## src/rtl/pfc_pkg.sv

```systemverilog
// Shared types and default sizes for the parity frame controller.
package pfc_pkg;

    // Frame receive states.
    typedef enum logic [1:0] {
        IDLE   = 2'd0,
        DATA   = 2'd1,
        PARITY = 2'd2,
        REPORT = 2'd3
    } pfc_state_e;

    localparam int PFC_DATA_W = 4;
    localparam int PFC_CNT_W  = 8;

endpackage

```

## src/rtl/par_xor_reduce.sv

```systemverilog
// Combinational even-parity checker: XOR of a data bus and its parity bit.
module par_xor_reduce #(
    parameter int W = 4
) (
    input  logic [W-1:0] data_i,
    input  logic         par_i,
    output logic         err_o
);

    // An odd count of ones across data and parity means a parity error.
    assign err_o = (^data_i) ^ par_i;

endmodule

```

## src/rtl/parity_frame_controller.sv

```systemverilog
// Serial frame receiver: DATA_W data bits LSB first, then one even-parity bit.
// The saturating parity-error counter is built only when PFC_ERR_CNT_EN is defined;
// otherwise err_count is tied to 0 and cnt_clr is ignored.
module parity_frame_controller
    import pfc_pkg::*;
#(
    parameter int DATA_W = PFC_DATA_W,
    parameter int CNT_W  = PFC_CNT_W
) (
    input  logic              clk,
    input  logic              rst,
    input  logic              din,
    input  logic              din_valid,
    output logic              din_ready,
    input  logic              cnt_clr,
    output logic [DATA_W-1:0] data_out,
    output logic              frame_done,
    output logic              parity_err,
    output logic [CNT_W-1:0]  err_count,
    output logic              busy
);

    // Wide enough to hold 0..DATA_W.
    localparam int BitW = $clog2(DATA_W + 1);

    pfc_state_e        state_q, state_d;
    logic [BitW-1:0]   bit_cnt_q, bit_cnt_d;
    logic [DATA_W-1:0] cap_q, cap_d;
    logic [DATA_W-1:0] data_out_q, data_out_d;
    logic              parity_err_q, parity_err_d;
    logic              frame_done_q, frame_done_d;
    logic              accept;
    logic              par_err;

    assign din_ready  = (state_q != REPORT);
    assign busy       = (state_q != IDLE);
    assign accept     = din_valid && din_ready;
    assign data_out   = data_out_q;
    assign parity_err = parity_err_q;
    assign frame_done = frame_done_q;

    par_xor_reduce #(
        .W (DATA_W)
    ) u_par_xor_reduce (
        .data_i (cap_q),
        .par_i  (din),
        .err_o  (par_err)
    );

    // Next-state logic: capture data bits, then latch the frame result on the parity bit.
    always_comb begin
        state_d      = state_q;
        bit_cnt_d    = bit_cnt_q;
        cap_d        = cap_q;
        data_out_d   = data_out_q;
        parity_err_d = parity_err_q;
        frame_done_d = 1'b0;
        unique case (state_q)
            IDLE: begin
                if (accept) begin
                    cap_d     = '0;
                    cap_d[0]  = din;
                    bit_cnt_d = BitW'(1);
                    state_d   = DATA;
                end
            end
            DATA: begin
                if (accept) begin
                    for (int i = 1; i < DATA_W; i++) begin
                        if (bit_cnt_q == BitW'(i)) begin
                            cap_d[i] = din;
                        end
                    end
                    bit_cnt_d = bit_cnt_q + BitW'(1);
                    if (bit_cnt_q == BitW'(DATA_W - 1)) begin
                        state_d = PARITY;
                    end
                end
            end
            PARITY: begin
                if (accept) begin
                    data_out_d   = cap_q;
                    parity_err_d = par_err;
                    frame_done_d = 1'b1;
                    bit_cnt_d    = '0;
                    state_d      = REPORT;
                end
            end
            REPORT: begin
                state_d = IDLE;
            end
            default: begin
                state_d = IDLE;
            end
        endcase
    end

    // State and result registers with synchronous reset.
    always_ff @(posedge clk) begin
        if (rst) begin
            state_q      <= IDLE;
            bit_cnt_q    <= '0;
            cap_q        <= '0;
            data_out_q   <= '0;
            parity_err_q <= 1'b0;
            frame_done_q <= 1'b0;
        end else begin
            state_q      <= state_d;
            bit_cnt_q    <= bit_cnt_d;
            cap_q        <= cap_d;
            data_out_q   <= data_out_d;
            parity_err_q <= parity_err_d;
            frame_done_q <= frame_done_d;
        end
    end

`ifdef PFC_ERR_CNT_EN
    logic [CNT_W-1:0] err_cnt_q, err_cnt_d;

    // Saturating error count; clear wins over a same-cycle increment.
    always_comb begin
        err_cnt_d = err_cnt_q;
        if (cnt_clr) begin
            err_cnt_d = '0;
        end else if ((state_q == REPORT) && parity_err_q && (err_cnt_q != {CNT_W{1'b1}})) begin
            err_cnt_d = err_cnt_q + CNT_W'(1);
        end
    end

    // Error counter register.
    always_ff @(posedge clk) begin
        if (rst) begin
            err_cnt_q <= '0;
        end else begin
            err_cnt_q <= err_cnt_d;
        end
    end

    assign err_count = err_cnt_q;
`else
    logic unused_cnt_clr;

    assign unused_cnt_clr = cnt_clr;
    assign err_count      = '0;
`endif

endmodule

```

## config.mk

```make
export PLATFORM = sky130hd
export DESIGN_NAME = parity_frame_controller
export DESIGN_NICKNAME = d
export VERILOG_FILES = /design/src/rtl/pfc_pkg.sv /design/src/rtl/par_xor_reduce.sv /design/src/rtl/parity_frame_controller.sv
export SDC_FILE = /design/constraint.sdc
export NUM_CORES = 1
export LEC_CHECK = 0
export ABC_AREA = 0
export ABC_CLOCK_PERIOD_IN_PS = 1900
export BUFFER_PORTS_ARGS = -buffer_cell sky130_fd_sc_hd__buf_4
export CORE_ASPECT_RATIO = 0.7
export CORE_MARGIN = 4
export CORE_UTILIZATION = 47
export DETAILED_ROUTE_END_ITERATION = 8
export PLACE_DENSITY = 0.73
export SYNTH_ARGS = -nofsm -noshare
export SYNTH_HDL_FRONTEND = slang
export SYNTH_SLANG_ARGS = --single-unit
```

## constraint.sdc

```tcl
create_clock -name clk -period 1.9 [get_ports clk]
set_clock_uncertainty 0.05 [all_clocks]
set_input_delay 0.19 -clock clk [delete_from_list [all_inputs] [get_ports clk]]
set_output_delay 0.19 -clock clk [all_outputs]
set_load 0.05 [all_outputs]
```

==> flow_summary.ini <==
[setup_path]
crit_required_ps = 2070
crit_path_start_kind = flop
cp_top_family = simple AND/OR/NAND/NOR gates
critPathMaxStageDelay_ps = 480
crit_slowest_cell = or4b_1
worst_setup_path_end_kind = flop
reg2reg_slack_ps = 190
timing.rr.end = bit_cnt_q[1]
path_class = reg -> reg
worst_ep_arrival_time_ps = 1880
r2r_cells = 6
path_buf_inv = 1
crit_chain = buf_4 > ha_1 > nand2_1 > o2111ai_2 > or4b_1 > a21oi_1
r2r-start = state_q[0]
critPathMaxFanout = 7

[clock_tree]
clock_path_buffers = 2
cts_made_buffers = 3
numClockSinks = 15
cts_root_buf = clkbuf_4
htreeDepth = 1
cts_tree = yes
clk_pin_slew_ps = 90
clock_latency_ps = 290

[synthesis]
async_flop_share_pct = 0
netlist_instances = 102
ys_types = 31
synth-edff-count = 0
muxShareOfSynthArea_pct = 9.70
synthSimpleGateAreaFrac_pct = 17.9
synth-seq-area-share_pct = 32.3
synth_compound_area_share_pct = 9.97
synth-adder-area-share_pct = 14.8
syn_area_um2 = 928
synth_xor_area_share_pct = 4.31
ys_ff_latch = 15
synth_ff_type = dfxtp_1
syn_avg_cell_area_um2 = 9.10
synth_top_family_by_area = simple AND/OR/NAND/NOR gates
yosysWarnings = 0

[route]
dr.pass1.iters = 4
antenna_left = 0
num_vias = 712
route.final.wire_length_um = 1610
post-route-drc-count = 0
via_per_inst = 5.05
drt_iter0_drc = 20
routedWlPerCell_um = 11.4

[floorplan]
coreArea_mm2 = 0.00187
io_pins = 21
start_util_pct = 49.6
dieArea_mm2 = 0.00276
die_height_um = 45.2
die_w_um = 61.1
rows = 13

[sta]
fin_tns_setup_ps = 0
maxSlewViolCount = 0
rsz0062_at_grt = false
hold_ws_ps = 119
period_minus_slack_ps = 1710
fin_crit_sh_pct = 89.8
fmax_mhz = 586
timing.final.hold_violations = 0
finalSetupViolCount = 0

[placement]
dp.cells = 136
port_buffers = 11
hpwl_um = 1270
gp_routability_congestion = 0.711
placed_cell_area_mm2 = 0.00102

[grt]
grt.overflow.total = 0
grt_max_degree = 16
grt_usage_pct = 13.0
grt_pass1_vias = 578
antenna_found_initial = 0
grt_pass1_wl_um = 2530

[power_and_ir_drop]
ir_worst_vdd_mv = 1.07
power.density_mw_per_mm2 = 1340
leakagePower_nw = 0.518

[worst_hold_path]
hp-class = in -> reg
hold_end = cap_q[0]
whs_path_depth = 3
min-delay-start = din

[finish]
final_layout_size_suffix_gt1_share_pct = 17.6
finish.instance_area_mm2 = 0.00106
syn2layout_area_growth_pct = 14.0
diodes = 0
multiInputGateArea_um2 = 557
final_cells = 141
final_core_util_pct = 56.6
seqCellArea_um2 = 302
fillers = 182
nets = 136

[run]
maxCapViolCount = 0

[status]
status = finished clean
repair_timing:
action                     in CTS  in global routing
gates resized for setup         0                  1
buffers inserted                0                  1
hold buffers                    0                  0
setup endpoints to repair       0                  1
tightest hold or removal path, cell delays in order:
cell,delay (ps)
buf_4,90
mux2i_1,60
nor2_1,80
cell usage after synthesis, drive strengths merged, types with 2 or more instances:
| library cell | instances | area, um2 |
|---|---|---|
| ha | 11 | 138 |
| o21ai | 2 | 10.0 |
| nor3 | 2 | 10.0 |
| nand2 | 4 | 15.0 |
| buf | 8 | 60.1 |
| nand3b | 3 | 22.5 |
| a211oi | 2 | 15.0 |
| nor2 | 11 | 41.3 |
| dfxtp | 15 | 300 |
| mux2i | 9 | 90.1 |
| nor2b | 3 | 18.8 |
| a21oi | 6 | 30.0 |
| inv | 9 | 33.8 |
registers in the layout (all words and copies together) (netlist names):
name and count:
cap_q 4, data_out 4, bit_cnt_q 3, state_q 2
frame_done 1, parity_err 1
placed cells by master (no fill, tap or decap), types with 3 or more instances in the layout:
cell / n
clkbuf_4: 3
ha_1: 11
inv_1: 9
mux2i_1: 9
nand3b_1: 3
nor2b_1: 3
nand2_1: 4
dfxtp_1: 14
nor2_1: 11
buf_4: 15
a21oi_1: 6
conb_1: 8
power breakdown:
group	switching, W	total, W	internal [W]
logic	0.000487	0.000825	0.000338
clock network	0.000103	0.000185	0.0000816
registers	0.0000421	0.000409	0.000367
kinds of logic (layout without fill, tap and decap cells):
logic type      Yosys count  after routing
buf+inv                  18             28
compound gates           14             14
fa+ha+maj                11             11
other cells               1              8
xor+xnor                  3              3
mux                       9              9
flops                    15             15
simple gates             31             31
layout make-up:
type,instances,share of cell area [%]
multi-input cells,76,52.6
flip-flops and latches,15,28.5
repair buffers,15,10.6
inverters,9,3.19
well taps,22,2.60
clock buffers,4,2.48
per-stage QoR:
step | power (W) | setup WS [ps]
after detailed placement | 0.00122 | 88.0
after global placement | 0.00120 | 130
final | 0.00142 | 195
after global routing | 0.00152 | 57.4
after floorplan | 0.00102 | 124
after CTS | 0.00141 | 72.0
routing by layer:
metal  global-route usage, %  vias up  share of wire [%]  wire, um
met5                       0        -                  0         0
met4                    7.79        0                2.2        36
met3                    5.14        4                8.8       141
met2                    16.9       22                 41       662
met1                    17.8      327                 48       766
li1                        -      359                  -         -
worst max path at each step:
| stage | end | slack, ps | cells past startpoint | from |
|---|---|---|---|---|
| global route | bit_cnt_q[1] | 60 | 6 | state_q[0] |
| detailed placement | bit_cnt_q[1] | 90 | 6 | state_q[1] |
| CTS | bit_cnt_q[1] | 70 | 6 | state_q[1] |
| floorplan | bit_cnt_q[1] | 120 | 6 | state_q[0] |
| global placement | bit_cnt_q[1] | 130 | 6 | state_q[1] |
| finish | bit_cnt_q[1] | 190 | 6 | state_q[0] |
No activity file was read; power rests on OpenSTA's default activity.
